==> config.mk <==
export PLATFORM = sky130hd
export DESIGN_NAME = ssc_tx_capture
export DESIGN_NICKNAME = d
export VERILOG_FILES = /design/src/rtl/ssc_tx_capture.sv
export SDC_FILE = /design/constraint.sdc
export NUM_CORES = 1
export LEC_CHECK = 0
export ABC_AREA = 1
export CELL_PAD_IN_SITES_DETAIL_PLACEMENT = 0
export CELL_PAD_IN_SITES_GLOBAL_PLACEMENT = 1
export CORE_UTILIZATION = 45
export CTS_CLUSTER_DIAMETER = 80
export DETAILED_ROUTE_END_ITERATION = 8
export PLACE_DENSITY_LB_ADDON = 0.3
export SYNTH_ARGS = -nofsm -noshare
export SYNTH_HDL_FRONTEND = slang
export SYNTH_SLANG_ARGS = --single-unit
==> constraint.sdc <==
create_clock -name clk_logic -period 2.85 [get_ports clk_logic]
set_input_delay 0.7125 -clock clk_logic [delete_from_list [all_inputs] [get_ports clk_logic]]
set_output_delay 0.7125 -clock clk_logic [all_outputs]
set_load 0.02 [all_outputs]
==> src/rtl/ssc_tx_capture.sv <==
// Captures the SSC UART TX line (8N1), assembles bytes and queues them in a
// small FIFO with a valid/ready consumer port, flagging framing errors and overflows.
module ssc_tx_capture #(
    parameter int CLOCK_SPEED_HZ = 54_000_000,
    parameter int BAUD_RATE      = 9600,
    parameter int FIFO_DEPTH     = 16
) (
    input  logic                        clk_logic,
    input  logic                        system_reset_n,
    input  logic                        serial_i,
    output logic [7:0]                  data_o,
    output logic                        valid_o,
    input  logic                        ready_i,
    output logic [$clog2(FIFO_DEPTH):0] count_o,
    output logic                        framing_err_o,
    output logic                        overflow_o
);

    localparam int BIT_TICKS  = CLOCK_SPEED_HZ / BAUD_RATE;
    localparam int HALF_TICKS = BIT_TICKS / 2;
    localparam int TICK_W     = (BIT_TICKS > 1) ? $clog2(BIT_TICKS) : 1;
    localparam int PTR_W      = $clog2(FIFO_DEPTH);
    localparam int CNT_W      = PTR_W + 1;

    localparam logic [TICK_W-1:0] BIT_LAST  = TICK_W'(BIT_TICKS - 1);
    localparam logic [TICK_W-1:0] HALF_LAST = TICK_W'(HALF_TICKS - 1);
    localparam logic [CNT_W-1:0]  FULL_CNT  = CNT_W'(FIFO_DEPTH);

    typedef enum logic [2:0] {
        ST_IDLE,
        ST_START,
        ST_DATA,
        ST_STOP,
        ST_WAIT_HIGH
    } rx_state_e;

    // ------------------------------------------------------------------
    // Input synchronizer (resets to the idle-high line level)
    // ------------------------------------------------------------------
    logic [1:0] sync_q, sync_d;
    logic       rx_s;

    always_comb begin
        sync_d = {sync_q[0], serial_i};
    end

    // NOTE: sequential state always uses <= so every flop samples pre-edge values regardless of block ordering.
    always_ff @(posedge clk_logic or negedge system_reset_n) begin
        if (!system_reset_n) begin
            sync_q <= 2'b11;
        end else begin
            sync_q <= sync_d;
        end
    end

    assign rx_s = sync_q[1];

    // ------------------------------------------------------------------
    // Receive FSM
    // ------------------------------------------------------------------
    rx_state_e         state_q, state_d;
    logic [TICK_W-1:0] tick_q, tick_d;
    logic [2:0]        bit_idx_q, bit_idx_d;
    logic [7:0]        shift_q, shift_d;
    logic              framing_err_q, framing_err_d;
    logic              push_req;

    // NOTE: every signal written here gets a default first, so no path can leave it unassigned and infer a latch.
    always_comb begin
        state_d       = state_q;
        tick_d        = tick_q + TICK_W'(1);
        bit_idx_d     = bit_idx_q;
        shift_d       = shift_q;
        framing_err_d = 1'b0;
        push_req      = 1'b0;

        unique case (state_q)
            ST_IDLE: begin
                tick_d = '0;
                if (!rx_s) begin
                    state_d = ST_START;
                end
            end
            ST_START: begin
                // Mid-start-bit recheck rejects short glitches on an idle line.
                if (tick_q == HALF_LAST) begin
                    tick_d = '0;
                    if (rx_s) begin
                        state_d = ST_IDLE;
                    end else begin
                        state_d   = ST_DATA;
                        bit_idx_d = 3'd0;
                    end
                end
            end
            ST_DATA: begin
                if (tick_q == BIT_LAST) begin
                    tick_d    = '0;
                    shift_d   = {rx_s, shift_q[7:1]};
                    bit_idx_d = bit_idx_q + 3'd1;
                    if (bit_idx_q == 3'd7) begin
                        state_d = ST_STOP;
                    end
                end
            end
            ST_STOP: begin
                if (tick_q == BIT_LAST) begin
                    tick_d = '0;
                    if (rx_s) begin
                        push_req = 1'b1;
                        state_d  = ST_IDLE;
                    end else begin
                        framing_err_d = 1'b1;
                        state_d       = ST_WAIT_HIGH;
                    end
                end
            end
            ST_WAIT_HIGH: begin
                // A held-low line (break) reports once, then waits here silently.
                tick_d = '0;
                if (rx_s) begin
                    state_d = ST_IDLE;
                end
            end
            default: begin
                tick_d  = '0;
                state_d = ST_IDLE;
            end
        endcase
    end

    always_ff @(posedge clk_logic or negedge system_reset_n) begin
        if (!system_reset_n) begin
            state_q       <= ST_IDLE;
            tick_q        <= '0;
            bit_idx_q     <= 3'd0;
            shift_q       <= 8'h00;
            framing_err_q <= 1'b0;
        end else begin
            state_q       <= state_d;
            tick_q        <= tick_d;
            bit_idx_q     <= bit_idx_d;
            shift_q       <= shift_d;
            framing_err_q <= framing_err_d;
        end
    end

    // ------------------------------------------------------------------
    // Byte FIFO
    // ------------------------------------------------------------------
    logic [7:0]       mem_q [FIFO_DEPTH];
    logic [PTR_W-1:0] rd_ptr_q, rd_ptr_d;
    logic [PTR_W-1:0] wr_ptr_q, wr_ptr_d;
    logic [CNT_W-1:0] count_q, count_d;
    logic             overflow_q, overflow_d;
    logic             pop;
    logic             full;
    logic             wr_en;

    assign valid_o = (count_q != '0);

    always_comb begin
        pop        = valid_o && ready_i;
        full       = (count_q == FULL_CNT);
        // A simultaneous pop frees the head slot, so a full FIFO still accepts the byte.
        wr_en      = push_req && (!full || pop);
        overflow_d = push_req && full && !pop;

        rd_ptr_d = rd_ptr_q;
        wr_ptr_d = wr_ptr_q;
        if (pop) begin
            rd_ptr_d = rd_ptr_q + PTR_W'(1);
        end
        if (wr_en) begin
            wr_ptr_d = wr_ptr_q + PTR_W'(1);
        end

        case ({wr_en, pop})
            2'b10:   count_d = count_q + CNT_W'(1);
            2'b01:   count_d = count_q - CNT_W'(1);
            default: count_d = count_q;
        endcase
    end

    always_ff @(posedge clk_logic or negedge system_reset_n) begin
        if (!system_reset_n) begin
            rd_ptr_q   <= '0;
            wr_ptr_q   <= '0;
            count_q    <= '0;
            overflow_q <= 1'b0;
        end else begin
            rd_ptr_q   <= rd_ptr_d;
            wr_ptr_q   <= wr_ptr_d;
            count_q    <= count_d;
            overflow_q <= overflow_d;
        end
    end

    // NOTE: storage has no reset; entries are only observable once written, and data_o is gated by valid_o.
    always_ff @(posedge clk_logic) begin
        if (wr_en) begin
            mem_q[wr_ptr_q] <= shift_q;
        end
    end

    assign data_o        = valid_o ? mem_q[rd_ptr_q] : 8'h00;
    assign count_o       = count_q;
    assign framing_err_o = framing_err_q;
    assign overflow_o    = overflow_q;

endmodule
# Word level (Yosys, flattened, before mapping)
# Memory sizes are Yosys's and may differ from the RTL's.
# Cells that the tools add are included.
[classes] addsub=6 mul=0 n_div=0 magnitude_cmp=0 eq_ne=17 shifts=0 n_mux=26 bitwise_logic=0 reduce_logical=15
[op_table] cell="$mux W3" n=10
[op_table] cell="$mux W13" n=2
[op_table] cell="$pmux W13 S2" n=1
[op_table] cell="$pmux W3 S5" n=1
[op_table] cell="$ne A2 B2 Y1 const B" n=7
[op_table] cell="$add A13 B1 Y13 const B" n=1
[op_table] cell="$eq A13 B12 Y1 const B" n=1
[op_table] cell="$eq A13 B13 Y1 const B" n=1
[op_table] cell="$pmux W5 S2" n=1
[op_table] cell="$add A4 B1 Y4 const B" n=2
[op_table] cell="$mux W1" n=8
[op_table] cell="$mux W8" n=1
[op_table] cell="$eq A3 B2 Y1 const B" n=2
[op_table] cell="$eq A3 B3 Y1 const B" n=2
[op_table] cell="$pmux W3 S2" n=1
[op_table] cell="$reduce_and A6 Y1" n=1
[op_table] cell="$add A5 B1 Y5 const B" n=1
[op_table] cell="$eq A5 B5 Y1 const B" n=1
[op_table] cell="$reduce_bool A5 Y1" n=1
[op_table] cell="$sub A5 B1 Y5 const B" n=1
[op_table] cell="$logic_and A1 B1 Y1" n=4
[op_table] cell="$reduce_and A4 Y1" n=1
[op_table] cell="$reduce_bool A2 Y1" n=2
[op_table] cell="$add A3 B1 Y3 const B" n=1
[op_table] cell="other kinds (9)" n=10
[word_totals] reg_bits=44 latch_bits=0 ramBits=128 romBits=0 input_bits=4 output_inout_bits=16 wordCells=75 mem_count=1
[memory_table] name="mem_q" words=16 word_bits=8 rd=1 rd_ports_with_merged_regs=0 wr=1 line_no="151" rtl="logic [7:0] mem_q [FIFO_DEPTH];"

# Depth between registers and ports, before layout
[logic_depth] depth_word=6 depth_mapped=18 mapped_depth_nobuf=18

# Worst setup path before layout
# Ideal clock, no wire load.
[synth_path] path_kind="reg2out" start="register rd_ptr_q[0]" end="output data_o[0]" arrival_time_ns=1.583 path_slack_ns=0.555 stages_incl_launch_ff=8 n_path_buf=2 cell_sequence="dfrtp_1 > inv_1 > buf_2 > clkbuf_1 > nor2_1 > o221ai_1 > nand3_1 > a21oi_1"
[synth_between] elab_chain_len=2
[synth_lines] element="start: declaration" line_no="152" rtl="logic [PTR_W-1:0] rd_ptr_q, rd_ptr_d;"
[synth_lines] element="start signal: assignment" line_no="192" rtl="rd_ptr_q <= rd_ptr_d;"
[synth_lines] element="$mem_v2 Z16 W8"
[synth_lines] element="$mux W8" line_no="206" rtl="assign data_o = valid_o ? mem_q[rd_ptr_q] : 8'h00;"
[synth_lines] element="end: declaration" line_no="11" rtl="output logic [7:0] data_o,"
# No other way between the ends.

# Worst setup path after layout
[layout_path] start="register rd_ptr_q[0]" end="output data_o[6]"
# The elaborated chain is that of the path after synthesis.

==> results.json <==
{
  "grt_max_degree": 47,
  "synth-simple-area-share": 0.1522,
  "io_pins": 20,
  "synth_adder_area_share": 0.01862,
  "synth_compound_area_frac": 0.1038,
  "worst_setup_path_end_kind": "output port",
  "syn_to_final_growth_pct": 18.94,
  "drive_above_1_share": 0.1817,
  "grt_pass1_wl_mm": 26.39,
  "fp.dieArea_um2": 16940,
  "cts_tree": "built",
  "drt_drc_violations_left": 0,
  "maxCapViolCount": 0,
  "internal_power_mw": 5.231,
  "clk_pin_slew_ns": 0.07,
  "vias": 4971,
  "seqPwrFrac": 0.350,
  "setup_tns_ns": 0,
  "slew_headroom": 0.5300,
  "netlist-cell-type-count": 41,
  "rows": 46,
  "synth_xor_area_frac": 0.01760,
  "crit_arrival_ns": 2.06,
  "setup_viol": 0,
  "numCtsBuffers": 17,
  "tightestPinTransition_ns": 0.7050,
  "outcome": "completed",
  "cts_root_buf": "clkbuf_16",
  "dp_hpwl_mm": 10.29,
  "postRouteAntennaNets": 0,
  "syn-num-nets": 650,
  "cts_buffer_depth": 2,
  "htreeDepth": 4,
  "syn_area_um2": 7392,
  "worst-setup-path-type": "reg -> out",
  "hold_slack_ns": 0.3170,
  "power.static_leakage_nw": 3.615,
  "fin_skew_ns": 0.01102,
  "wire_per_inst_um": 18.33,
  "finalCritPeriodShare": 0.9712,
  "vias_per_cell": 5.433,
  "antenna_found_initial": 0,
  "coreArea_um2": 15940,
  "cts_hold_buf": 0,
  "hold_viol_final": 0,
  "fillers": 1370,
  "slew_violations": 0,
  "drt-initial-drc-count": 440,
  "gp_congestion": 0.8132,
  "netSwitchingPower_mw": 2.867,
  "cp_max_fo": 11,
  "grt_pass1_vias": 4907,
  "rsz0062_at_grt": "yes",
  "synth-warning-count": 0,
  "power.ir.vdd_worst_mv": 0.5216,
  "synth_top_family_by_area": "simple AND/OR/NAND/NOR gates",
  "ys_seq_area_frac": 0.6693,
  "final_common_cell": "edfxtp_1",
  "required_ns": 2.14,
  "switching_share": 0.3540,
  "initial_utilization": 0.4637,
  "synth_edf_count": 128,
  "power_density_nw_per_um2": 921.0,
  "async_flop_share": 0.2558,
  "final_cell_mix": "edfxtp_1, nor2_1, o21ai_0",
  "nNetsFinal": 701,
  "gr-total-overflow": 0,
  "pwr-share-clk": 0.280,
  "p_comb_frac": 0.370,
  "cp-start-kind": "register",
  "synthFlopType": "edfxtp_1",
  "postSynthCellCount": 635,
  "synth.area.mux_share": 0,
  "clkLatencyLatePin_ns": 0.43,
  "grt_usage": 0.2139,
  "synth_seq_cells": 172,
  "hold_class": "in -> async",
  "cts.sinks": 172,
  "die_y_um": 130.2,
  "routed_wl_mm": 16.77,
  "numPortBuffers": 19,
  "dr.pass1.iters": 5,
  "die_w_um": 130.2,
  "n_antenna_cell": 0,
  "min_period_ns": 2.768,
  "postSynthAreaPerCell_um2": 11.64,
  "fmax_ghz": 0.3613
}
[layout make-up]
class | instances | area (µm²) | share of cell area
sequential | 172 | 4950 | 0.5630
multi-input combinational | 390 | 2181 | 0.2480
timing repair buffer | 58 | 629.4 | 0.07158
clock buffer | 17 | 425.4 | 0.04838
tap | 216 | 270.3 | 0.03074
inverter | 47 | 183.9 | 0.02092
clock inverter | 15 | 152.6 | 0.01736
[through the flow]
stage | setup WS, ns | total power, mW | std cells | area [µm²] | utilization
after floorplan | 0.5545 | 4.497 | 635 | 7392 | -
after global placement | 0.02110 | 5.517 | 875 | 8038 | 0.5042
after detailed placement | 0.007300 | 5.536 | 875 | 8038 | 0.5042
after CTS | 0.006201 | 7.891 | 909 | 8680 | 0.5444
after global routing | -0.01711 | 8.516 | 915 | 8792 | 0.5515
final | 0.08205 | 8.098 | 915 | 8792 | 0.5515
[what timing repair did]
item | CTS | global route
buffers inserted | 0 | 4
endpoints found under the setup margin | 8 | 7
pin swaps | 1 | 6
cloned | 2 | 2
resized for setup | 34 | 19
[state kept, by name, summed over array words and instances, names as in the netlist]
register and cells:
shift_q 8, rd_ptr_q 4, sync_q 2, wr_ptr_q 4, mem_q 128, count_o 5, state_q 3, bit_idx_q 3
tick_q 13, framing_err_o 1, overflow_o 1
[cell usage after synthesis, types with 2 or more instances]
cell type | n | area [µm²]
xor2_1 | 11 | 96.34
inv_2 | 10 | 37.54
nor2_4 | 4 | 45.04
nor3_1 | 5 | 25.02
nand2_2 | 7 | 43.79
nand3_2 | 3 | 30.03
nand2_4 | 4 | 45.04
o22ai_1 | 5 | 31.28
buf_2 | 4 | 20.02
inv_1 | 35 | 131.4
a21oi_1 | 10 | 50.05
o21ai_0 | 74 | 370.4
nand4_1 | 8 | 50.05
dfstp_2 | 2 | 52.55
ha_1 | 11 | 137.6
xnor2_1 | 2 | 17.52
nand3_1 | 30 | 150.1
nor2_2 | 3 | 18.77
edfxtp_1 | 128 | 3844
nor2_1 | 106 | 397.9
nor3b_1 | 3 | 22.52
a22o_1 | 2 | 17.52
clkbuf_1 | 20 | 75.07
nand2_1 | 58 | 217.7
dfrtp_1 | 42 | 1051
o221ai_1 | 28 | 245.2
o21ai_1 | 6 | 30.03
[power by group through the flow]
stage	Combinational [mW]	Clock [mW]	Sequential [mW]
floorplan	1.60	0	2.90
global placement	2.64	0	2.88
detailed placement	2.66	0	2.88
CTS	2.75	2.31	2.83
global route	3.27	2.40	2.84
finish	3.00	2.27	2.83
[cell families after synthesis]
| group | after synthesis |
|---|---|
| xor+xnor | 14 |
| fa+ha+maj | 11 |
| buf+inv | 73 |
| simple gates | 237 |
| flops | 172 |
| compound gates | 128 |
[layer usage]
layer / vias to the layer above / share of wire / GRT usage / wire length, µm
met5: - / 0 / 0 / 0
met4: 0 / 0.014 / 0.07114 / 227
met3: 22 / 0.054 / 0.05576 / 898
met2: 139 / 0.49 / 0.3445 / 8210
met1: 2446 / 0.44 / 0.2823 / 7436
li1: 2364 / - / - / -
[worst paths after layout]
path / slack (ns) / from / to / cells after the start
max: 0.08 / rd_ptr_q[0]$_DFFE_PN0P_ / data_o[6] / 10
min: 0.32 / system_reset_n / tick_q[1]$_DFF_PN0_ / 1
max reg2reg: 0.49 / tick_q[0]$_DFF_PN0_ / count_o[4]$_DFFE_PN0P_ / 15
min reg2reg: 0.36 / sync_q[0]$_DFF_PN1_ / sync_q[1]$_DFF_PN1_ / 0
max in group asynchronous: 1.78 / system_reset_n / sync_q[0]$_DFF_PN1_ / 2
min in group clk_logic: 0.36 / sync_q[0]$_DFF_PN1_ / sync_q[1]$_DFF_PN1_ / 0
[critical path, cell delays in order, from the launching register on]
cell and delay (ns):
dfrtp_2 0.43, clkinv_4 0.09, buf_12 0.14, clkbuf_16 0.16, o21ai_0 0.14, o22ai_1 0.09, nor2_1 0.10, nor2_1 0.04
o21ai_1 0.15, a21oi_1 0.11, buf_2 0.18
Note: power is estimated with default switching activity, not from simulation.
